## src/rtl/tnet_pkg.sv

```systemverilog
// Shared types and constants for the Aurora channel-B TX arbiter.
package tnet_pkg;
  localparam int TNET_DW = 128;

  typedef enum logic {GNT_FWD, GNT_LOC} grant_t;

  typedef enum logic [1:0] {LOC_IDLE, LOC_PEND, LOC_ACK} loc_st_t;
endpackage

```

## src/rtl/aurora_tx_arbiter_if.sv

```systemverilog
// Channel-B TX AXI-Stream bundle. A word transfers on the rising edge where tvalid & tready;
// once tvalid is high, tdata and tvalid stay stable until that transfer.
interface aurora_tx_arbiter_if;
  import tnet_pkg::*;

  logic [TNET_DW-1:0] m_axi_tx_tdata_B;
  logic               m_axi_tx_tvalid_B;
  logic               m_axi_tx_tready_B;

  modport master (output m_axi_tx_tdata_B, output m_axi_tx_tvalid_B, input m_axi_tx_tready_B);
  modport slave  (input m_axi_tx_tdata_B, input m_axi_tx_tvalid_B, output m_axi_tx_tready_B);
endinterface

```

## src/rtl/tnet_sfifo.sv

```systemverilog
// Single-clock first-word-fall-through FIFO; a write into a full FIFO is taken when a read pops the same cycle.
module tnet_sfifo #(
  parameter int DW    = 128,
  parameter int DEPTH = 4
) (
  input  logic                     user_clock,
  input  logic                     user_aresetn,
  input  logic                     flush,
  input  logic                     wr_en,
  input  logic [DW-1:0]            wr_dt,
  input  logic                     rd_en,
  output logic [DW-1:0]            rd_dt,
  output logic                     full,
  output logic                     empty,
  output logic [$clog2(DEPTH):0]   level
);
  localparam int AW = $clog2(DEPTH);
  localparam logic [AW:0] FULL_LVL = (AW+1)'(DEPTH);

  logic [DW-1:0] mem [DEPTH];
  logic [AW-1:0] wr_ptr;
  logic [AW-1:0] rd_ptr;
  logic [AW:0]   cnt;
  logic          do_wr;
  logic          do_rd;

  assign full  = (cnt == FULL_LVL);
  assign empty = (cnt == '0);
  assign level = cnt;
  assign rd_dt = mem[rd_ptr];

  assign do_rd = rd_en & ~empty;
  assign do_wr = wr_en & (~full | do_rd);

  always_ff @(posedge user_clock) begin
    if (do_wr) mem[wr_ptr] <= wr_dt;
  end

  always_ff @(posedge user_clock or negedge user_aresetn) begin
    if (!user_aresetn) begin
      wr_ptr <= '0;
      rd_ptr <= '0;
      cnt    <= '0;
    end else if (flush) begin
      wr_ptr <= '0;
      rd_ptr <= '0;
      cnt    <= '0;
    end else begin
      if (do_wr) wr_ptr <= wr_ptr + 1'b1;
      if (do_rd) rd_ptr <= rd_ptr + 1'b1;
      case ({do_wr, do_rd})
        2'b10:   cnt <= cnt + 1'b1;
        2'b01:   cnt <= cnt - 1'b1;
        default: cnt <= cnt;
      endcase
    end
  end
endmodule

```

## src/rtl/aurora_tx_arbiter.sv

```systemverilog
// Round-robin arbiter sharing the channel-B TX stream between buffered forwarded words
// and a four-phase local requester, with traffic/drop status counters.
module aurora_tx_arbiter
  import tnet_pkg::*;
#(
  parameter int FWD_DEPTH = 4,
  parameter int CNT_W     = 16
) (
  input  logic                         user_clock,
  input  logic                         user_aresetn,
  input  logic                         channel_up_B,
  input  logic                         fwd_valid_i,
  input  logic [TNET_DW-1:0]           fwd_data_i,
  input  logic                         loc_req_i,
  input  logic [TNET_DW-1:0]           loc_data_i,
  output logic                         loc_ack_o,
  aurora_tx_arbiter_if.master          tx,
  output logic [CNT_W-1:0]             fwd_cnt_o,
  output logic [CNT_W-1:0]             loc_cnt_o,
  output logic [CNT_W-1:0]             drop_cnt_o,
  output logic [$clog2(FWD_DEPTH):0]   fifo_lvl_o,
  output loc_st_t                      loc_state_o
);
  logic [TNET_DW-1:0] fifo_rd;
  logic               fifo_full;
  logic               fifo_empty;
  logic               fifo_wr;
  logic               fifo_pop;
  logic               drop;

  logic [TNET_DW-1:0] out_data;
  logic               out_valid;
  grant_t             out_src;
  grant_t             last_grant;
  grant_t             grant;
  logic               hs;
  logic               load_en;
  logic               load_fire;
  logic               fwd_cand;
  logic               loc_cand;

  loc_st_t            loc_state;
  loc_st_t            loc_state_nxt;

  // Forwarded words cannot be back-pressured: a full FIFO with no pop loses the word.
  assign fifo_wr = fwd_valid_i & channel_up_B;
  assign drop    = fifo_wr & fifo_full & ~fifo_pop;

  tnet_sfifo #(.DW(TNET_DW), .DEPTH(FWD_DEPTH)) u_fifo (
    .user_clock   (user_clock),
    .user_aresetn (user_aresetn),
    .flush        (~channel_up_B),
    .wr_en        (fifo_wr),
    .wr_dt        (fwd_data_i),
    .rd_en        (fifo_pop),
    .rd_dt        (fifo_rd),
    .full         (fifo_full),
    .empty        (fifo_empty),
    .level        (fifo_lvl_o)
  );

  assign hs        = out_valid & tx.m_axi_tx_tready_B;
  assign load_en   = (~out_valid | hs) & channel_up_B;
  assign fwd_cand  = ~fifo_empty;
  assign loc_cand  = (loc_state == LOC_PEND) & loc_req_i;
  assign load_fire = load_en & (fwd_cand | loc_cand);
  assign fifo_pop  = load_fire & (grant == GNT_FWD);

  always_comb begin
    grant = GNT_FWD;
    if (fwd_cand && loc_cand) grant = (last_grant == GNT_LOC) ? GNT_FWD : GNT_LOC;
    else if (loc_cand)        grant = GNT_LOC;
  end

  always_ff @(posedge user_clock or negedge user_aresetn) begin
    if (!user_aresetn) begin
      out_data   <= '0;
      out_valid  <= 1'b0;
      out_src    <= GNT_FWD;
      last_grant <= GNT_LOC;
    end else if (load_fire) begin
      out_data   <= (grant == GNT_FWD) ? fifo_rd : loc_data_i;
      out_valid  <= 1'b1;
      out_src    <= grant;
      last_grant <= grant;
    end else if (hs) begin
      out_valid  <= 1'b0;
    end
  end

  assign tx.m_axi_tx_tdata_B  = out_data;
  assign tx.m_axi_tx_tvalid_B = out_valid;

  always_ff @(posedge user_clock or negedge user_aresetn) begin
    if (!user_aresetn) begin
      fwd_cnt_o  <= '0;
      loc_cnt_o  <= '0;
      drop_cnt_o <= '0;
    end else begin
      if (hs && out_src == GNT_FWD) fwd_cnt_o <= fwd_cnt_o + 1'b1;
      if (hs && out_src == GNT_LOC) loc_cnt_o <= loc_cnt_o + 1'b1;
      if (drop && drop_cnt_o != '1) drop_cnt_o <= drop_cnt_o + 1'b1;
    end
  end

  always_ff @(posedge user_clock or negedge user_aresetn) begin
    if (!user_aresetn) begin
      loc_state <= LOC_IDLE;
      loc_ack_o <= 1'b0;
    end else begin
      loc_state <= loc_state_nxt;
      // Ack trails the ACK state by one cycle and falls together with the request.
      loc_ack_o <= (loc_state == LOC_ACK) & loc_req_i;
    end
  end

  always_comb begin
    loc_state_nxt = loc_state;
    case (loc_state)
      LOC_IDLE: if (loc_req_i) loc_state_nxt = LOC_PEND;
      LOC_PEND: begin
        if (!loc_req_i)                          loc_state_nxt = LOC_IDLE;
        else if (load_fire && grant == GNT_LOC)  loc_state_nxt = LOC_ACK;
      end
      LOC_ACK:  if (!loc_req_i) loc_state_nxt = LOC_IDLE;
      default:  loc_state_nxt = LOC_IDLE;
    endcase
  end

  assign loc_state_o = loc_state;
endmodule

```

## src/flat_wrapper.sv

```systemverilog
// flat-port wrapper written by rule: the top's interface ports become plain ports
module aurora_tx_arbiter_flat import tnet_pkg::*;
#(
  parameter int FWD_DEPTH = 4,
  parameter int CNT_W     = 16
)
  (user_clock, user_aresetn, channel_up_B, fwd_valid_i, fwd_data_i, loc_req_i, loc_data_i, loc_ack_o, fwd_cnt_o, loc_cnt_o, drop_cnt_o, fifo_lvl_o, loc_state_o, tx_m_axi_tx_tdata_B, tx_m_axi_tx_tvalid_B, tx_m_axi_tx_tready_B);
  aurora_tx_arbiter_if tx_i ();
  input  logic user_clock;
  input  logic user_aresetn;
  input  logic channel_up_B;
  input  logic fwd_valid_i;
  input  logic [TNET_DW-1:0] fwd_data_i;
  input  logic loc_req_i;
  input  logic [TNET_DW-1:0] loc_data_i;
  output logic loc_ack_o;
  output logic [CNT_W-1:0] fwd_cnt_o;
  output logic [CNT_W-1:0] loc_cnt_o;
  output logic [CNT_W-1:0] drop_cnt_o;
  output logic [$clog2(FWD_DEPTH):0] fifo_lvl_o;
  output loc_st_t loc_state_o;
  output wire logic [$bits(tx_i.m_axi_tx_tdata_B)-1:0] tx_m_axi_tx_tdata_B;
  output wire logic [$bits(tx_i.m_axi_tx_tvalid_B)-1:0] tx_m_axi_tx_tvalid_B;
  input wire logic [$bits(tx_i.m_axi_tx_tready_B)-1:0] tx_m_axi_tx_tready_B;
  assign tx_m_axi_tx_tdata_B = tx_i.m_axi_tx_tdata_B;
  assign tx_m_axi_tx_tvalid_B = tx_i.m_axi_tx_tvalid_B;
  assign tx_i.m_axi_tx_tready_B = tx_m_axi_tx_tready_B;
  aurora_tx_arbiter #(.FWD_DEPTH(FWD_DEPTH), .CNT_W(CNT_W)) u_core (.user_clock(user_clock), .user_aresetn(user_aresetn), .channel_up_B(channel_up_B), .fwd_valid_i(fwd_valid_i), .fwd_data_i(fwd_data_i), .loc_req_i(loc_req_i), .loc_data_i(loc_data_i), .loc_ack_o(loc_ack_o), .tx(tx_i), .fwd_cnt_o(fwd_cnt_o), .loc_cnt_o(loc_cnt_o), .drop_cnt_o(drop_cnt_o), .fifo_lvl_o(fifo_lvl_o), .loc_state_o(loc_state_o));
endmodule
```

## config.mk

```make
export PLATFORM = sky130hd
export DESIGN_NAME = aurora_tx_arbiter_flat
export DESIGN_NICKNAME = d
export VERILOG_FILES = /design/src/rtl/tnet_pkg.sv /design/src/rtl/aurora_tx_arbiter_if.sv /design/src/rtl/tnet_sfifo.sv /design/src/rtl/aurora_tx_arbiter.sv /design/src/flat_wrapper.sv
export SDC_FILE = /design/constraint.sdc
export NUM_CORES = 1
export LEC_CHECK = 0
export BUFFER_PORTS_ARGS = -buffer_cell sky130_fd_sc_hd__buf_2
export CORE_MARGIN = 2
export CORE_UTILIZATION = 30
export CTS_BUF_LIST = sky130_fd_sc_hd__clkbuf_8
export CTS_CLUSTER_DIAMETER = 100
export DETAILED_ROUTE_END_ITERATION = 8
export HOLD_SLACK_MARGIN = 0.08
export PLACE_DENSITY = 0.48
export SETUP_SLACK_MARGIN = 0.2
export SLEW_MARGIN = 20
export SYNTH_ARGS = -nofsm -noshare
export SYNTH_HDL_FRONTEND = slang
export SYNTH_SLANG_ARGS = --single-unit
```

## constraint.sdc

```tcl
create_clock -name user_clock -period 9.2 [get_ports user_clock]
set_input_delay 1.84 -clock user_clock [delete_from_list [all_inputs] [get_ports user_clock]]
set_output_delay 1.84 -clock user_clock [all_outputs]
set_load 0.01 [all_outputs]
```

==> results.toml <==
[clocking]
cts_made_buffers = 119
cts-root-buf = "clkbuf_8"
holdBufCountCts = 0
cts_resized = 0
cts_tree = "built"
insertion_delay_ns = 0.76
htree_levels = 3
cts_sinks = 701
path_clk_slew_ns = 0.06
post_cts_buffers = 0
cts_buffer_depth = 3

[global_routing]
grt_pass1_wl_mm = 97.1
grt_max_degree = 73
grt_use_total_pct = 14.3
grt_pass1_vias = 15600
grt_overflow = 0
antenna_found_initial = 31

[placed_design]
hpwl_mm = 41.3
portBuffers = 444
routabilityCongestion = 0.742
pre_cts_ws_ns = 4.56

[hold_path]
hold-path-endpoint = "u_core.fwd_cnt_o[15]"
hp-class = "reg2reg"
hold_path_startpoint = "u_core.fwd_cnt_o[15]"
whs_path_depth = 1

[detailed_routing]
drt_wl_total_mm = 65.7
drc = 0
vias = 14900
wl_per_cell_um = 20.9
dr.pass1.iters = 8
drt_iter0_drc = 1335
postRouteAntennaNets = 0
via_per_inst = 4.76

[timing]
fin_setup_tns_ns = 0
maxSlewHeadroom_pct = 32.8
skew_ns = 0.0425
finalWorstSetupSlack_ns = 5.33
period_share_pct = 42.1
rsz0062_at_grt = "no"
fmax_mhz = 258
fin_crit_ns = 3.87
setup_violations = 0
hold_viol = 0
tightest_slew_ns = 1.01
maxSlewViolCount = 0

[critical_path]
crit_path_max_fanout = 69
crit_path_start_kind = "input port"
path_class = "in2reg"
cp_num_buf_inv = 4
endpoint_kind = "flop"
r2r_slack_ns = 5.87
critPathMaxStageDelay_ns = 0.75
cpMostUsedCell = "buf_4"
r2r_start = "u_core.u_fifo.rd_ptr[0]"
path_delay_family = "buffers and inverters"
cp_slowest_cell = "buf_4"
cp.required_ns = 9.85
r2r_cells = 5
crit_chain = "buf_2 > inv_2 > nor4_2 > buf_4 > buf_4 > mux2i_1 > xor2_1 > nor2_1"
arrival_ns = 4.52
r2r_end = "u_core.tx.m_axi_tx_tdata_B[37]"

[synthesis]
synth.area.top_cells = "edfxtp_1 (58%), dfrtp_1 (18%), mux4_2 (11%)"
syn_nets = 1630
ys_seq_area_share_pct = 75.9
yosysUniqueCellTypes = 45
synth_flop_cell = "edfxtp_1"
synth_cells = 1360
synth_top_area_cell = "edfxtp_1"
synth_area_um2 = 26500
async_flop_share_pct = 27.0
synth-seq-cells = 701
synth_edf_count = 512
ys_warn_count = 0
synth.top_cell.area_share_pct = 58.0
syn_avg_cell_area_um2 = 19.5

[power_and_ir_drop]
ir_drop_uv = 120
p_leak_uw = 0.0128
p_int_uw = 6120
p_sw_uw = 2570
power_density_nw_per_um2 = 269
p_seq_share_pct = 46.6
clock_power_share_pct = 30.5
combPwrFrac_pct = 22.9
swShare_pct = 29.6

[die]
row_count = 108
placeableCoreArea_um2 = 87200
die_h_um = 301
num_io_pins = 445
start_util_pct = 30.4
dieArea_um2 = 90700
die_x_um = 301

[outcome]
status = "finished clean"

[cells_and_area]
nets = 2138
drive_gt1_share_pct = 38.8
areaGrowthSynthToFinish_pct = 21.8

[job]
maxCapViolations = 0
stage by stage:
stage	area [um2]	hold slack [ns]	instances	power [uW]	utilization, %
6_report	32300	0.463	3138	8690	37.0
3_5_place_dp	29900	0.461	2902	6160	34.3
5_1_grt	32200	0.487	3134	9200	37.0
3_3_place_gp	29900	0.460	2902	6090	34.3
2_1_floorplan	26500	0.459	1360	5410	-
4_1_cts	32200	0.473	3127	8860	37.0
power groups by stage:
stage	clock network [uW]	registers (uW)	logic (uW)
2_1_floorplan	0	4210	1200
3_3_place_gp	0	4090	2000
3_5_place_dp	0	4110	2050
4_1_cts	2760	4050	2050
5_1_grt	2900	4100	2200
6_report	2650	4050	1990
layout by cell type, fill, tap and decap left out, types with 22 or more instances in the layout:
cell	count
nand2_1	31
buf_2	443
xor2_1	22
dfrtp_1	186
clkbuf_8	132
xnor2_1	27
a222oi_1	128
mux4_2	128
edfxtp_1	512
nor2_1	25
inv_1	188
area by class of cell:
cell class	instances	area [um2]
Clock inverter	94	498
Inverter	136	510
Tap cell	1155	1450
Sequential cell	701	20100
Clock buffer	131	1800
Fill cell	8244	54900
Timing Repair Buffer	463	2370
Multi-Input combinational cell	447	5490
Antenna cell	11	27.5
worst max-delay path by stage:
stage | start | end | slack [ns] | cells past startpoint
5_1_grt | channel_up_B | u_core.u_fifo.level[2] | 5.17 | 8
3_3_place_gp | channel_up_B | u_core.u_fifo.level[2] | 4.57 | 8
4_1_cts | channel_up_B | u_core.u_fifo.level[2] | 5.45 | 8
3_5_place_dp | channel_up_B | u_core.u_fifo.level[2] | 4.56 | 8
6_report | channel_up_B | u_core.u_fifo.level[2] | 5.33 | 8
2_1_floorplan | loc_req_i | u_core.u_fifo.mem[0][0] | 3.32 | 4
synthesized netlist by cell type (5+ instances only):
library cell	n
a222oi_1	128
and2_1	5
and3_1	7
buf_2	32
buf_6	13
clkbuf_1	26
dfrtp_1	188
edfxtp_1	512
ha_1	7
inv_1	135
mux2_2	5
mux4_2	128
nand2_1	31
nand3_1	9
nand4_1	12
nor2_1	25
nor3_1	11
xnor2_1	27
xor2_1	22
metal layers:
metal	up-vias	wire length, um	global-route usage [%]
met3	167	5170	4.91
met5	-	250	0
met4	40	1790	5.01
met1	7662	26700	18.1
met2	517	31800	22.9
li1	6542	-	-
registers in the layout (all words and copies together), names as in the netlist:
| name | flops |
|---|---|
| u_core.u_fifo.mem | 512 |
| u_core.tx.m_axi_tx_tdata_B | 128 |
| u_core.drop_cnt_o | 16 |
| u_core.fwd_cnt_o | 16 |
| u_core.loc_cnt_o | 16 |
| u_core.u_fifo.level | 3 |
| u_core.loc_state_o | 2 |
| u_core.u_fifo.rd_ptr | 2 |
| u_core.u_fifo.wr_ptr | 2 |
| u_core.last_grant | 1 |
| u_core.loc_ack_o | 1 |
| u_core.out_src | 1 |
| u_core.tx.m_axi_tx_tvalid_B | 1 |
cell families after synthesis:
| group | count (synthesis) | share of synthesized area (%) |
|---|---|---|
| compound gates | 136 | 5.09 |
| xor+xnor | 49 | 1.62 |
| fa+ha+maj | 8 | 0.406 |
| buf+inv | 212 | 3.53 |
| flops | 701 | 75.9 |
| mux | 136 | 11.2 |
| simple gates | 118 | 2.25 |
Power figures use the tool's default switching activity.
